--- src/rtl/vit_trb_ctrl.sv ---
// Viterbi traceback decision-RAM sequencer.
// Writes ACS decision vectors into a circular buffer and launches block
// tracebacks that read decisions backwards from the newest entry. Read
// flags are pipelined two enabled cycles so they line up with RAM read data.
module vit_trb_ctrl #(
    parameter int pADDR_W  = 8,
    parameter int pTRB_LEN = 64,
    parameter int pDEC_LEN = 32
) (
    input  logic               iclk,
    input  logic               ireset,
    input  logic               iclkena,
    input  logic               isop,
    input  logic               ival,
    input  logic               ieop,
    output logic               owrite,
    output logic [pADDR_W-1:0] owaddr,
    output logic [pADDR_W-1:0] oraddr,
    output logic               otrb_val,
    output logic               otrb_sot,
    output logic               otrb_dec,
    output logic               otrb_eot,
    output logic               obusy,
    output logic               oerr
);

    // Counter width: one bit wider than the address so lengths never alias.
    localparam int cCW = pADDR_W + 1;

    localparam logic [cCW-1:0]     cLMAX  = cCW'(pTRB_LEN + pDEC_LEN);
    localparam logic [cCW-1:0]     cTRB   = cCW'(pTRB_LEN);
    localparam logic [cCW-1:0]     cDEC   = cCW'(pDEC_LEN);
    localparam logic [cCW-1:0]     cONE   = cCW'(1);
    localparam logic [cCW-1:0]     cZERO  = {cCW{1'b0}};
    localparam logic [pADDR_W-1:0] cA_ONE = pADDR_W'(1);
    localparam logic [pADDR_W-1:0] cA_ZRO = {pADDR_W{1'b0}};

    if ((pTRB_LEN + 2 * pDEC_LEN > 2 ** pADDR_W) || (pDEC_LEN < 1) || (pTRB_LEN < 1)) begin : g_param_check
        $error("vit_trb_ctrl: illegal parameter set");
    end

    typedef enum logic [0:0] {
        ST_IDLE = 1'b0,
        ST_RUN  = 1'b1
    } state_t;

    state_t             state_r;
    logic [pADDR_W-1:0] wptr_r;
    logic [pADDR_W-1:0] oraddr_r;
    logic [pADDR_W-1:0] q_start_r;
    logic [cCW-1:0]     fill_r;
    logic [cCW-1:0]     npend_r;
    logic [cCW-1:0]     k_r;
    logic [cCW-1:0]     len_r;
    logic [cCW-1:0]     decb_r;
    logic [cCW-1:0]     q_len_r;
    logic [cCW-1:0]     q_decb_r;
    logic               q_full_r;
    logic               oerr_r;
    logic               p1_val_r;
    logic               p1_sot_r;
    logic               p1_dec_r;
    logic               p1_eot_r;
    logic               p2_val_r;
    logic               p2_sot_r;
    logic               p2_dec_r;
    logic               p2_eot_r;

    logic               wr_s;
    logic               sop_s;
    logic [pADDR_W-1:0] waddr_s;
    logic [cCW-1:0]     fill_base_s;
    logic [cCW-1:0]     fill_nx_s;
    logic [cCW-1:0]     np_base_s;
    logic [cCW-1:0]     np_nx_s;
    logic [cCW-1:0]     trb_n_s;
    logic [cCW-1:0]     len_s;
    logic [cCW-1:0]     decb_s;
    logic               launch_s;
    logic               issue_s;
    logic               last_s;

    // Write address, counter look-ahead including this write, and launch decision.
    // A write always bumps npend to at least 1, so ieop on a write always flushes.
    always_comb begin
        wr_s        = iclkena & ival;
        sop_s       = wr_s & isop;
        waddr_s     = sop_s ? cA_ZRO : wptr_r;
        fill_base_s = sop_s ? cZERO : fill_r;
        fill_nx_s   = (fill_base_s >= cLMAX) ? cLMAX : (fill_base_s + cONE);
        np_base_s   = sop_s ? cZERO : npend_r;
        np_nx_s     = (np_base_s >= cDEC) ? cDEC : (np_base_s + cONE);
        trb_n_s     = cTRB + np_nx_s;
        len_s       = (fill_nx_s < trb_n_s) ? fill_nx_s : trb_n_s;
        decb_s      = len_s - np_nx_s;
        launch_s    = wr_s & (((np_nx_s == cDEC) & (fill_nx_s >= cLMAX)) | ieop);
    end

    // Read issue strobe for this cycle and detection of the final traceback step.
    always_comb begin
        issue_s = (state_r == ST_RUN);
        last_s  = issue_s & (k_r == (len_r - cONE));
    end

    // Write pointer, counters, traceback FSM, one-deep launch queue and flag pipe.
    always_ff @(posedge iclk) begin
        if (ireset) begin
            state_r   <= ST_IDLE;
            wptr_r    <= cA_ZRO;
            oraddr_r  <= cA_ZRO;
            q_start_r <= cA_ZRO;
            fill_r    <= cZERO;
            npend_r   <= cZERO;
            k_r       <= cZERO;
            len_r     <= cZERO;
            decb_r    <= cZERO;
            q_len_r   <= cZERO;
            q_decb_r  <= cZERO;
            q_full_r  <= 1'b0;
            oerr_r    <= 1'b0;
            p1_val_r  <= 1'b0;
            p1_sot_r  <= 1'b0;
            p1_dec_r  <= 1'b0;
            p1_eot_r  <= 1'b0;
            p2_val_r  <= 1'b0;
            p2_sot_r  <= 1'b0;
            p2_dec_r  <= 1'b0;
            p2_eot_r  <= 1'b0;
        end else if (iclkena) begin
            if (wr_s) begin
                wptr_r  <= waddr_s + cA_ONE;
                fill_r  <= fill_nx_s;
                npend_r <= launch_s ? cZERO : np_nx_s;
            end
            // Frame start clears the sticky error; an overflow in the same cycle still sets it below.
            if (sop_s) begin
                oerr_r <= 1'b0;
            end

            p1_val_r <= issue_s;
            p1_sot_r <= issue_s & (k_r == cZERO);
            p1_dec_r <= issue_s & (k_r >= decb_r);
            p1_eot_r <= last_s;
            p2_val_r <= p1_val_r;
            p2_sot_r <= p1_sot_r;
            p2_dec_r <= p1_dec_r;
            p2_eot_r <= p1_eot_r;

            case (state_r)
                ST_IDLE: begin
                    if (launch_s) begin
                        state_r  <= ST_RUN;
                        oraddr_r <= waddr_s;
                        k_r      <= cZERO;
                        len_r    <= len_s;
                        decb_r   <= decb_s;
                    end
                end
                ST_RUN: begin
                    if (last_s) begin
                        if (q_full_r) begin
                            // Queued traceback takes over right after the final read.
                            oraddr_r <= q_start_r;
                            k_r      <= cZERO;
                            len_r    <= q_len_r;
                            decb_r   <= q_decb_r;
                            q_full_r <= 1'b0;
                            if (launch_s) begin
                                oerr_r <= 1'b1;
                            end
                        end else if (launch_s) begin
                            oraddr_r <= waddr_s;
                            k_r      <= cZERO;
                            len_r    <= len_s;
                            decb_r   <= decb_s;
                        end else begin
                            state_r <= ST_IDLE;
                        end
                    end else begin
                        oraddr_r <= oraddr_r - cA_ONE;
                        k_r      <= k_r + cONE;
                        if (launch_s) begin
                            if (q_full_r) begin
                                oerr_r <= 1'b1;
                            end else begin
                                q_full_r  <= 1'b1;
                                q_start_r <= waddr_s;
                                q_len_r   <= len_s;
                                q_decb_r  <= decb_s;
                            end
                        end
                    end
                end
                default: begin
                    state_r <= ST_IDLE;
                end
            endcase
        end
    end

    assign owrite   = wr_s;
    assign owaddr   = waddr_s;
    assign oraddr   = oraddr_r;
    assign otrb_val = p2_val_r;
    assign otrb_sot = p2_sot_r;
    assign otrb_dec = p2_dec_r;
    assign otrb_eot = p2_eot_r;
    assign obusy    = (state_r == ST_RUN) | q_full_r | p1_val_r | p2_val_r;
    assign oerr     = oerr_r;

endmodule
--- config.mk ---
export PLATFORM = sky130hd
export DESIGN_NAME = vit_trb_ctrl
export DESIGN_NICKNAME = d
export VERILOG_FILES = /design/src/rtl/vit_trb_ctrl.sv
export SDC_FILE = /design/constraint.sdc
export NUM_CORES = 1
export LEC_CHECK = 0
export BUFFER_PORTS_ARGS = -buffer_cell sky130_fd_sc_hd__buf_2
export CORE_MARGIN = 8
export CORE_UTILIZATION = 45
export CTS_CLUSTER_DIAMETER = 80
export DETAILED_ROUTE_END_ITERATION = 8
export PLACE_DENSITY_LB_ADDON = 0.15
export SETUP_SLACK_MARGIN = 0.2
export SYNTH_ARGS = -nofsm -noshare
export SYNTH_HDL_FRONTEND = slang
export SYNTH_SLANG_ARGS = --single-unit
export TNS_END_PERCENT = 30
--- constraint.sdc ---
create_clock -name iclk -period 13 [get_ports iclk]
set_input_delay 0.65 -clock iclk [delete_from_list [all_inputs] [get_ports iclk]]
set_output_delay 0.65 -clock iclk [all_outputs]
set_load 0.02 [all_outputs]
-- After elaboration in Yosys (flattened, before gate mapping)
Cells that the tools add are included.
- word-level logic and storage cells: 93
- register bits: 98
- output and inout port bits: 23
- bitwise operators: 14
- add/subtract/negate cells: 8
- eq/ne operators: 3
- order comparisons: 5
- reductions and logical operators: 6
- multiplexer cells: 36
- operator list (kind ; count):
    9-bit 2-to-1 mux ; 15
    9-bit one-hot mux with 2 select lines ; 3
    8-bit 2-to-1 mux ; 4
    9-bit by 1-bit adder with 9-bit output (second input constant) ; 3
    9-bit by 7-bit greater-or-equal comparator with 1-bit output (second input constant) ; 2
    8-bit one-hot mux with 2 select lines ; 1
    1-bit 2-to-1 mux ; 12
    7-bit by 9-bit adder with 9-bit output (first input constant) ; 1
    9-bit by 6-bit equality test with 1-bit output (second input constant) ; 1
    9-bit equality test ; 1
    9-bit by 6-bit greater-or-equal comparator with 1-bit output (second input constant) ; 1
    9-bit greater-or-equal comparator ; 1
    9-bit logical NOT ; 1
    9-bit < comparator ; 1
    9-bit by 1-bit subtractor with 9-bit output (second input constant) ; 1
    9-bit subtractor ; 1
    8-bit by 1-bit adder with 8-bit output (second input constant) ; 1
    8-bit by 1-bit subtractor with 8-bit output (second input constant) ; 1
    1-bit bitwise AND ; 7
    5-bit AND reduction ; 1
    1-bit bitwise OR ; 4
    2-bit AND reduction ; 2
    1-bit inverter ; 3
    3-bit AND reduction ; 1
    other kinds (3) ; 3

-- Longest topological paths before layout
Gate-level depths: netlist of the first run.
- word-level depth: 13
- depth in mapped cells: 29
- gate-level depth less buffers: 27

-- Worst setup path before layout of the first run
No wires, ideal clock.
- kind: input to register
- start point: in isop
- end point: reg decb_r[5]
- setup slack: 7.453 ns
- library setup time: 0.095 ns
- stages on the path: 24
- arrival time: 5.452 ns
- buffers on the path: 3
- path through: clkbuf_1 > and3_1 > clkbuf_1 > clkbuf_1 > nor2b_1 > ha_1 > nand3_1 > xnor2_1 > nor2_1 > inv_1 > ha_1 > a21o_1 > a221o_1 > a221o_1 > nor2_2 > mux2i_1 > ha_1 > nor2b_1 > o31a_1 > o31ai_1 > a21boi_0 > or3_1 > o21ai_0 > a221oi_1
- cells in the longest elaborated chain, start to end: 12
- elaborated cells on any way between the ends: 22
- ends and longest elaborated chain (what ; line ; source):
    start, declared ; 13 ; input logic isop,
    1-bit bitwise AND (*) ; 87 ; sop_s = wr_s & isop;
    9-bit 2-to-1 mux ; 91 ; np_base_s = sop_s ? cZERO : npend_r;
    9-bit by 1-bit adder with 9-bit output or 9-bit by 6-bit greater-or-equal comparator with 1-bit output (tied branches) ; 92 ; np_nx_s = (np_base_s >= cDEC) ? cDEC : (np_base_s + cONE);
    9-bit 2-to-1 mux ; 92 ;
    7-bit by 9-bit adder with 9-bit output ; 93 ; trb_n_s = cTRB + np_nx_s;
    9-bit < comparator ; 94 ; len_s = (fill_nx_s < trb_n_s) ? fill_nx_s : trb_n_s;
    9-bit 2-to-1 mux (*) ; 94 ;
    via len_s[1] ; 77 ; logic [cCW-1:0] len_s;
    9-bit subtractor (*) ; 95 ; decb_s = len_s - np_nx_s;
    9-bit 2-to-1 mux (*) ; 151, 171 ;
    9-bit 2-to-1 mux ; 161 ; if (q_full_r) begin
    9-bit 2-to-1 mux ; 160 ; if (last_s) begin
    9-bit one-hot mux with 2 select lines (*) ; 149 ; case (state_r)
    end signal, assigned ; 156 ; decb_r <= decb_s;
    end signal, assigned ; 166 ; decb_r <= q_decb_r;
    end signal, assigned ; 175 ; decb_r <= decb_s;
    end, declared ; 55 ; logic [cCW-1:0] decb_r;
Mark *: on every way through the listed nets, which the timed path passes. The rest lies on a longest branch. The select of a mux whose other input is x is not followed.
A chain may end at the register's enable or synchronous reset.

-- Final worst setup path of the first run
- start point: in iclkena
- end point: reg decb_r[7]
- elaborated cells on any way between the ends: 24
- RTL lines (what ; line ; source):
    start, declared ; 12 ; input logic iclkena,
    1-bit bitwise AND (*) ; 86 ; wr_s = iclkena & ival;
    1-bit bitwise AND (*) ; 87 ;
    9-bit 2-to-1 mux (*) ; 89 ; fill_base_s = sop_s ? cZERO : fill_r;
    9-bit by 1-bit adder with 9-bit output or 9-bit by 7-bit greater-or-equal comparator with 1-bit output (tied branches) ; 90 ; fill_nx_s = (fill_base_s >= cLMAX) ? cLMAX : (fill_base_s + cONE);
    9-bit 2-to-1 mux (*) ; 90 ;
    via fill_nx_s[4] ; 73 ; logic [cCW-1:0] fill_nx_s;
    9-bit < comparator (*) ; 94 ;
    9-bit 2-to-1 mux (*) ; 94 ;
    via len_s[1] ; 77 ;
    9-bit subtractor (*) ; 95 ;
    9-bit 2-to-1 mux (*) ; 151, 171 ;
    9-bit 2-to-1 mux ; 161 ;
    9-bit 2-to-1 mux ; 160 ;
    9-bit one-hot mux with 2 select lines (*) ; 149 ;
Marks and branches as above.

==> impl_metrics.yaml, run 1 <==
status:
  status: "complete, no violations"
synthesis:
  ys_seq_area_share_pct: 33.26
  synth_top_area_cell: "dfxtp_1"
  synth_cells: 706
  synth_ff_type: "dfxtp_1"
  async_reset_ff_share_pct: 0
  synthTopCellsByArea: "dfxtp_1 (33%), ha_1 (7.2%), mux2i_1 (6.3%)"
  netlist_area_um2: 5898
  synth_top_area_share_pct: 33.26
  synth_cell_types: 76
  ys_warn_count: 0
  ys_seq_elements: 98
  synth-edff-count: 0
  avgSynthCellArea_um2: 8.354
floorplanning:
  die_w_um: 130.5
  die_height_um: 130.5
  rows: 42
  die_area_um2: 17030
  initial_utilization_pct: 45.26
  ios: 29
  core_area_um2: 13030
critical_path:
  cp_common_cell: "ha_1"
  cp.arrival_ns: 6.82
  ff2ff_path_depth: 16
  path_delay_family: "compound AO/OA/AOI/OAI gates"
  worst_setup_path_end_kind: "flip-flop"
  cp_slowest_cell: "buf_2"
  critPathRequiredTime_ns: 13.26
  rr_startpoint: "npend_r[5]"
  path_class: "in2reg"
  reg2reg_to: "decb_r[7]"
  crit_path_cell_trace: "buf_2, nand2_2, inv_2, nand2_1, nand2_1, inv_1, ha_1, nand3_1, xor2_1, nor2_1, ha_1, a21o_1, a221o_1, a221o_1, nor2_2, mux2i_1, ha_1, nor2b_1, o31a_1, o31ai_1, a21oi_1, xnor2_1, o22ai_1, a221oi_1"
  reg2reg_slack_ns: 7.58
  path_depth: 24
  startpoint_type: "input pin"
  crit_fanout: 28
  crit_buf_inv: 3
  max_stage_delay_ns: 0.48
min_path:
  hp-start: "p1_eot_r"
  min_to: "p1_eot_r"
  holdPathStages: 2
  hp-class: "reg2reg"
drt:
  antenna_left: 0
  first_iter_violations: 472
  dr_wl_met3_um: 583
  wl_met2_um: 7149
  dr.pass1.iters: 5
  top_layer: "met4"
  num_vias: 5142
  m1WireLength_um: 7468
  drc: 0
  wl_um: 15450
  vias_per_cell: 5.732
  wire_per_inst_um: 17.22
flow_run:
  cap_violations: 0
clock_tree:
  clockRootBuffer: "clkbuf_16"
  cts.sinks: 98
  cts_setup_buffers: 0
  clk_latency_ns: 0.35
  cts_resized: 0
  clock_path_buffers: 2
  tritoncts: "built"
  cts.clk_slew.worst_paths_ns: 0.07
  htreeDepth: 3
  cts_made_buffers: 9
  holdBufCountCts: 0
sta:
  relSlewSlack_pct: 34.91
  fmax_mhz: 152.4
  period_share_pct: 50.47
  fin_ws_ns: 6.438
  setup_viol: 0
  maxSlewViolCount: 0
  rsz0062_at_grt: "no"
  setup-tns-final_ns: 0
  period_minus_slack_ns: 6.562
  fin_skew_ns: 0.006152
  hold_viol: 0
  worstMarginPinSlew_ns: 0.9763
power_and_ir_drop:
  p_total_uw: 710.2
  ir_drop_v: 0.00007363
  power-per-cell-area_nw_per_um2: 110.6
  total_leakage_power_uw: 0.002560
finish:
  layout_commonest_cell: "dfxtp_1"
  antenna_cells: 0
  fin_nets: 757
  stdcell_area_um2: 6421
  area_delta_synth_final_pct: 8.867
  drive_gt1_share_pct: 10.82
  final_cell_mix: "dfxtp_1 (98), nor2_1 (90), nand2_1 (53), inv_1 (37), mux2i_1 (37)"
placed_design:
  portBuffers: 28
  pre_cts_ws_ns: 6.183
  gp_congestion: 0.9119
  dpl_cell_area_um2: 6121
  hpwl_um: 11000
global_route:
  grt.overflow.total: 0
  grt_max_degree: 78
  grt_pass1_wl_um: 25000
  grt_pass1_vias: 4880
  antenna_found_initial: 0
  grt_usage_pct: 18.48
-- cells in the mapped netlist, drive strengths merged, types with 6 or more instances --
cell and instances:
mux2i 37, xor2 13, xnor2 18, and3 12, nand4 6, inv 38
nand2b 6, a221oi 13, nor2b 12, a21oi 32, o21ai 30, nor3 21
a211oi 16, mux2 7, clkbuf 25, nor4 6, nand3 20, nor2 92
dfxtp 98, buf 13, o22ai 8, ha 34, a21o 10, nand2 55
-- flip-flops by register name, summed over array words and instances (netlist names), 8 cells and up --
name,count
decb_r,9
fill_r,9
k_r,9
len_r,9
npend_r,9
oraddr,8
q_decb_r,9
q_len_r,9
q_start_r,8
wptr_r,8
-- report_power, final --
group	internal (uW)	switching, uW
combinational	45.1	71.0
clock	150	127
sequential	307	9.59
-- through the flow --
step                      hold slack [ns]  utilization [%]  instances
after detailed placement           0.4549            46.97        881
after floorplan                    0.4363                -        713
after CTS                          0.4648            49.27        897
after global placement             0.4531            46.97        881
after global routing               0.4903            49.27        897
final                              0.4610            49.27        897
-- layer usage --
layer | global-route usage (%) | vias to the layer above
met1 | 24.69 | 2484
met5 | 0 | -
met3 | 3.490 | 16
li1 | - | 2539
met4 | 5.739 | 0
met2 | 29.49 | 103
-- worst reg2reg max path, stage by stage, from the launching register on --
cell and delay (ns):
dfxtp_1 0.33, or4_1 0.62, o21ai_0 0.65, ha_1 0.38, and3_1 0.18, a221o_1 0.29, a221o_1 0.32, nor2_2 0.38
mux2i_1 0.47, ha_1 0.32, nor2b_1 0.14, o31a_1 0.26, o31ai_1 0.27, a21oi_1 0.13, xnor2_1 0.22, o22ai_1 0.12
a221oi_1 0.25
-- area by class of cell --
cell class / instances / area (um2)
Fill cell: 1330 / 6611
Multi-Input combinational cell: 537 / 3633
Sequential cell: 98 / 1962
Clock buffer: 9 / 225.2
Tap cell: 176 / 220.2
Timing Repair Buffer: 30 / 155.1
Inverter: 40 / 150.1
Clock inverter: 7 / 75.07
-- worst max-delay path by stage --
stage           endpoint    start
3_5_place_dp   decb_r[5]  iclkena
5_1_grt        decb_r[5]  iclkena
6_report       decb_r[7]  iclkena
4_1_cts        decb_r[5]  iclkena
2_1_floorplan  decb_r[5]     isop
3_3_place_gp   decb_r[5]  iclkena
-- cells by family after synthesis --
| group | share of synthesized area, % |
|---|---|
| flops | 33.26 |
| compound gates | 20.26 |
| buf+inv | 5.579 |
| fa+ha+maj | 7.552 |
| other cells | 0.1273 |
| xor+xnor | 4.603 |
| simple gates | 21.00 |
| mux | 7.616 |
No activity file was read; power rests on OpenSTA's default activity.
==> inputs of run 2 (changes only) <==
--- a/config.mk
+++ b/config.mk
@@ -5,6 +5,7 @@
 export SDC_FILE = /design/constraint.sdc
 export NUM_CORES = 1
 export LEC_CHECK = 0
+export ABC_AREA = 1
 export BUFFER_PORTS_ARGS = -buffer_cell sky130_fd_sc_hd__buf_2
 export CORE_MARGIN = 8
 export CORE_UTILIZATION = 45
==> constraint.sdc (replaced) <==
create_clock -name iclk -period 5.4 [get_ports iclk]
set_input_delay 0.27 -clock iclk [delete_from_list [all_inputs] [get_ports iclk]]
set_output_delay 0.27 -clock iclk [all_outputs]
set_load 0.02 [all_outputs]
==> run 2 against run 1 <==
Net effect:
- global-route usage shrank 0.097 points
- via count grew 15%
- clock power grew to 2.6 times the previous value
- critical path depth grew 6
- register-to-register slack lost 6.3 ns
- synthesized cell count grew 37%
- core utilization grew 0.27 points
- power grew to 2.6 times the previous value
- worst hold slack lost 0.028 ns
- routed wire length grew 3.6%
- first-iteration DRC count shrank 2.3%
- largest power group unchanged
==> impl_metrics.yaml, run 2 <==
clock_tree:
  clock_path_buffers: 2
  cts_made_buffers: 9
  cts_setup_buffers: 0
  tritoncts: "built"
  cts.sinks: 98
  cts_resized: 0
  clockRootBuffer: "clkbuf_16"
  holdBufCountCts: 0
  cts.clk_slew.worst_paths_ns: 0.07
  clk_latency_ns: 0.36
  htreeDepth: 3
critical_path:
  reg2reg_to: "decb_r[8]"
  reg2reg_slack_ns: 1.24
  cp_common_cell: "nand2_1"
  crit_start: "ival"
  ff2ff_path_depth: 28
  critPathCapture: "decb_r[8]"
  critPathRequiredTime_ns: 5.68
  max_stage_delay_ns: 0.42
  startpoint_type: "input pin"
  rr_startpoint: "fill_r[0]"
  crit_fanout: 31
  cp.arrival_ns: 4.44
  cp_slowest_cell: "fa_1"
  path_class: "in2reg"
  worst_setup_path_end_kind: "flip-flop"
synthesis:
  netlist_area_um2: 6270
  synthTopCellsByArea: "dfxtp_1 (31%), nand2_1 (14%), a21oi_1 (8.4%)"
  yosys.cell_count.top_type: "nand2_1"
  yosys-top-cells-count: "nand2_1 (235), nor2_1 (106), a21oi_1 (105), inv_1 (103), dfxtp_1 (98)"
  avgSynthCellArea_um2: 6.497
  synth_top_area_cell: "dfxtp_1"
  ys_warn_count: 0
  synth_cells: 965
  synth_cell_types: 43
  synth_ff_type: "dfxtp_1"
  synth-edff-count: 0
  async_reset_ff_share_pct: 0
  ys_seq_area_share_pct: 31.29
  synth_top_area_share_pct: 31.29
  ys_seq_elements: 98
finish:
  fin_nets: 1013
  drive_gt1_share_pct: 8.086
  final_util_pct: 49.54
  layout_commonest_cell: "nand2_1"
  antenna_cells: 0
  area_delta_synth_final_pct: 8.402
  final_cell_mix: "nand2_1 (235), nor2_1 (106), a21oi_1 (105), inv_1 (102), dfxtp_1 (98)"
  stdcell_area_um2: 6797
  instances_no_fill: 1157
floorplanning:
  initial_utilization_pct: 45.70
  die_area_um2: 17970
  core_area_um2: 13720
  ios: 29
  rows: 43
  die_height_um: 134.0
  die_w_um: 134.0
sta:
  period_share_pct: 77.02
  fin_ws_ns: 1.241
  hold_viol: 0
  fin_skew_ns: 0.008137
  period_minus_slack_ns: 4.159
  setup_viol: 0
  worstMarginPinSlew_ns: 0.9362
  setup-tns-final_ns: 0
  relSlewSlack_pct: 37.59
  rsz0062_at_grt: "no"
  fmax_mhz: 240.4
  maxSlewViolCount: 0
drt:
  vias_per_cell: 5.122
  wl_um: 16010
  first_iter_violations: 461
  wire_per_inst_um: 13.84
  antenna_left: 0
  num_vias: 5926
  drc: 0
  dr.pass1.iters: 5
status:
  status: "complete, no violations"
power_and_ir_drop:
  ir_drop_v: 0.0002021
  total_leakage_power_uw: 0.003194
  power-per-cell-area_nw_per_um2: 266.6
global_route:
  grt_pass1_vias: 5426
  antenna_found_initial: 0
  grt.overflow.total: 0
  grt_usage_pct: 18.38
  grt_max_degree: 51
  grt_pass1_wl_um: 27210
placed_design:
  dpl_cell_area_um2: 6459
  portBuffers: 28
  pre_cts_ws_ns: 0.8719
  gp_congestion: 0.8033
  hpwl_um: 10790
  dp_cells: 1141
flow_run:
  cap_violations: 0
min_path:
  hp-class: "reg2reg"
## run 2: worst min path at each step
| stage | startpoint | endpoint | slack, ns | cells past startpoint |
|---|---|---|---|---|
| after floorplan | npend_r[6] | npend_r[6] | 0.42 | 2 |
| after global placement | npend_r[6] | npend_r[6] | 0.43 | 2 |
| after detailed placement | npend_r[6] | npend_r[6] | 0.43 | 2 |
| after CTS | npend_r[6] | npend_r[6] | 0.44 | 2 |
| after global routing | fill_r[7] | fill_r[7] | 0.47 | 2 |
| final | npend_r[6] | npend_r[6] | 0.43 | 2 |
## run 2: cell type report
class	instances	area (um2)
Fill cell	1448	6923
Tap cell	180	225.2
Inverter	110	412.9
Timing Repair Buffer	33	177.7
Clock inverter	5	85.08
Clock buffer	11	252.7
Multi-Input combinational cell	720	3681
Sequential cell	98	1962
## run 2: cell families after synthesis
group,count (synthesis),synth area share [%]
other cells,2,0.1198
fa+ha+maj,35,7.104
compound gates,209,17.24
buf+inv,154,10.42
simple gates,444,30.61
flops,98,31.29
xor+xnor,23,3.213
## run 2: metrics by stage
| step | hold slack [ns] | power, uW |
|---|---|---|
| final | 0.4331 | 1812 |
| after global routing | 0.4698 | 1904 |
| after CTS | 0.4393 | 1820 |
| after detailed placement | 0.4283 | 1091 |
| after global placement | 0.4280 | 1090 |
| after floorplan | 0.4155 | 1020 |
## run 2: layer usage
layer / up-vias / routed length, um / global-route usage [%]
met5: - / 0 / 0
met4: 0 / 197 / 5.115
met3: 13 / 596 / 2.992
met2: 94 / 7183 / 29.15
met1: 2689 / 8034 / 25.16
li1: 3130 / - / -
## run 2: where the power goes
| part | leakage (uW) | switching, uW | internal [uW] | total, uW |
|---|---|---|---|---|
| clock network | 0.000162 | 300 | 434 | 734 |
| logic | 0.00224 | 208 | 107 | 315 |
| registers | 0.000795 | 21.2 | 742 | 763 |
## run 2: worst max-delay path: cells and delay by family
kind | cells | cell delay (ns)
buffers and inverters | 7 | 0.65
adders and majority gates | 4 | 1.11
and+or+nand+nor | 15 | 1.53
AOI/OAI and AO/OA | 4 | 0.87
==> inputs of run 3 (changes only) <==
==> constraint.sdc (replaced) <==
create_clock -name iclk -period 3.4 [get_ports iclk]
set_input_delay 0.17 -clock iclk [delete_from_list [all_inputs] [get_ports iclk]]
set_output_delay 0.17 -clock iclk [all_outputs]
set_load 0.02 [all_outputs]
==> run 3 against run 2 <==
Net effect:
- via count up 5.8%
- critical endpoint unchanged
- design area grew 13%
- largest power group unchanged
- sequential power is 59% higher
- first-iteration DRC count decreased by 18%
- final cell count increased by 5.7%
- flip-flop and latch count unchanged
- die area unchanged
- sequential share of layout area fell by 3.2 points
- critical path type is now reg2reg
- the flow now finishes with violations (setup timing)
- clock-buffer cell count is 2 higher
- clock power increased by 42%
==> impl_metrics.yaml, run 3 (synthesis results as in run 2) <==
status:
  status: "finished with violations"
  violations: "setup timing"
clock_tree:
  clk_latency_ns: 0.36
  cts.clk_slew.worst_paths_ns: 0.07
  cts.sinks: 98
  cts_made_buffers: 9
  htreeDepth: 3
  clock_path_buffers: 2
  clockRootBuffer: "clkbuf_16"
  tritoncts: "built"
sta:
  setup_viol: 1
  fin_ws_ns: -0.01443
  maxSlewViolCount: 0
  rsz0062_at_grt: "yes"
  relSlewSlack_pct: 53.45
  period_share_pct: 100.4
  fin_skew_ns: 0.008142
  hold_viol: 0
  worstMarginPinSlew_ns: 0.6975
  period_minus_slack_ns: 3.414
  setup-tns-final_ns: -0.01443
  holdWs_ns: 0.2638
  fmax_mhz: 292.9
drt:
  dr.pass1.iters: 5
  num_vias: 6271
  vias_per_cell: 5.128
  drc: 0
  wire_per_inst_um: 14.01
  antenna_left: 0
  wl_um: 17130
  first_iter_violations: 380
global_route:
  grt_max_degree: 44
  antenna_found_initial: 0
  grt_usage_pct: 19.26
  grt_pass1_wl_um: 28590
  grt.overflow.total: 0
  grt_pass1_vias: 5874
floorplanning:
  die_w_um: 134.0
  die_area_um2: 17970
  die_height_um: 134.0
  core_area_um2: 13720
  rows: 43
  ios: 29
  initial_utilization_pct: 45.70
power_and_ir_drop:
  p_int_uw: 2036
  total_leakage_power_uw: 0.003529
  power-per-cell-area_nw_per_um2: 381.7
  power_frac_seq_pct: 41.5
  p_clk_share_pct: 35.5
  net-switching-power_uw: 889.6
  switching_share_pct: 30.40
  ir_drop_v: 0.0002672
  pwr-share-comb_pct: 23.0
critical_path:
  startpoint_type: "flip-flop"
  worst_setup_path_end_kind: "flip-flop"
  crit_fanout: 4
  max_stage_delay_ns: 0.38
  critPathRequiredTime_ns: 3.68
  path_class: "reg2reg"
  cp_slowest_cell: "fa_2"
  cp.arrival_ns: 3.70
  reg2reg_slack_ns: -0.01
finish:
  final_cell_mix: "nand2_1 (222), nor2_1 (104), a21oi_1 (97), inv_1 (95), dfxtp_1 (94)"
  layout_commonest_cell: "nand2_1"
  final_util_pct: 55.88
  drive_gt1_share_pct: 19.75
  antenna_cells: 0
  fin_nets: 1079
  area_delta_synth_final_pct: 22.27
placed_design:
  pre_cts_ws_ns: -0.2378
  gp_congestion: 0.8884
  portBuffers: 28
  hpwl_um: 11430
flow_run:
  cap_violations: 0
min_path:
  hp-class: "in2reg"
==> run 3: power by group through the flow <==
| stage | logic, uW | clock network [uW] | registers (uW) |
|---|---|---|---|
| detailed placement | 568 | 0 | 1240 |
| CTS | 618 | 1060 | 1210 |
| finish | 673 | 1040 | 1210 |
| floorplan | 398 | 0 | 1240 |
| global route | 759 | 1100 | 1220 |
| global placement | 563 | 0 | 1240 |
==> run 3: routing by layer <==
metal / wire length, um / GRT usage [%] / part of all wire [%] / vias up
met5: 0 / 0 / 0 / -
met2: 8126 / 31.89 / 47 / 120
li1: - / - / - / 3266
met4: 217 / 5.614 / 1.3 / 0
met3: 672 / 3.628 / 3.9 / 17
met1: 8114 / 24.92 / 47 / 2868
==> run 3: timing repair <==
item / 4_1_cts / 5_1_grt
endpoints found under the setup margin: 16 / 37
gates cloned: 1 / 0
pin swaps: 32 / 25
setup buffers: 7 / 5
hold buffers: 0 / 0
resized for setup: 39 / 43
==> run 3: path summary, 6_finish.rpt <==
kind                                start   endpoint  cells past startpoint
worst max-delay path            fill_r[0]  decb_r[8]                     27
worst min-delay path                 isop       oerr                      4
worst max register to register  fill_r[0]  decb_r[8]                     27
worst min register to register  fill_r[8]  fill_r[8]                      2
==> run 3: area by class of cell <==
class,instances,area (um2)
inverter,110,424.2
clock inverter,3,48.80
sequential,98,1969
multi-input combinational,720,4069
tap,180,225.2
timing repair inverter,1,8.758
fill,1392,6053
clock buffer,13,240.2
timing repair buffer,98,680.7
==> run 3: metrics by stage <==
| step | power, uW | area [um2] | instances |
|---|---|---|---|
| after floorplan | 1638 | 6367 | 972 |
| after global placement | 1802 | 6914 | 1194 |
| after detailed placement | 1808 | 6914 | 1194 |
| after CTS | 2891 | 7430 | 1218 |
| after global routing | 3077 | 7666 | 1223 |
| final | 2926 | 7666 | 1223 |
==> run 3: worst max-delay path, delay by kind of cell (launching register included) <==
family,cells,cell delay (ns)
AO/OA/AOI/OAI,5,0.65
adder cells (fa/ha/maj),3,0.74
AND/OR/NAND/NOR,14,1.12
flip-flops,1,0.37
buffers and inverters,5,0.45
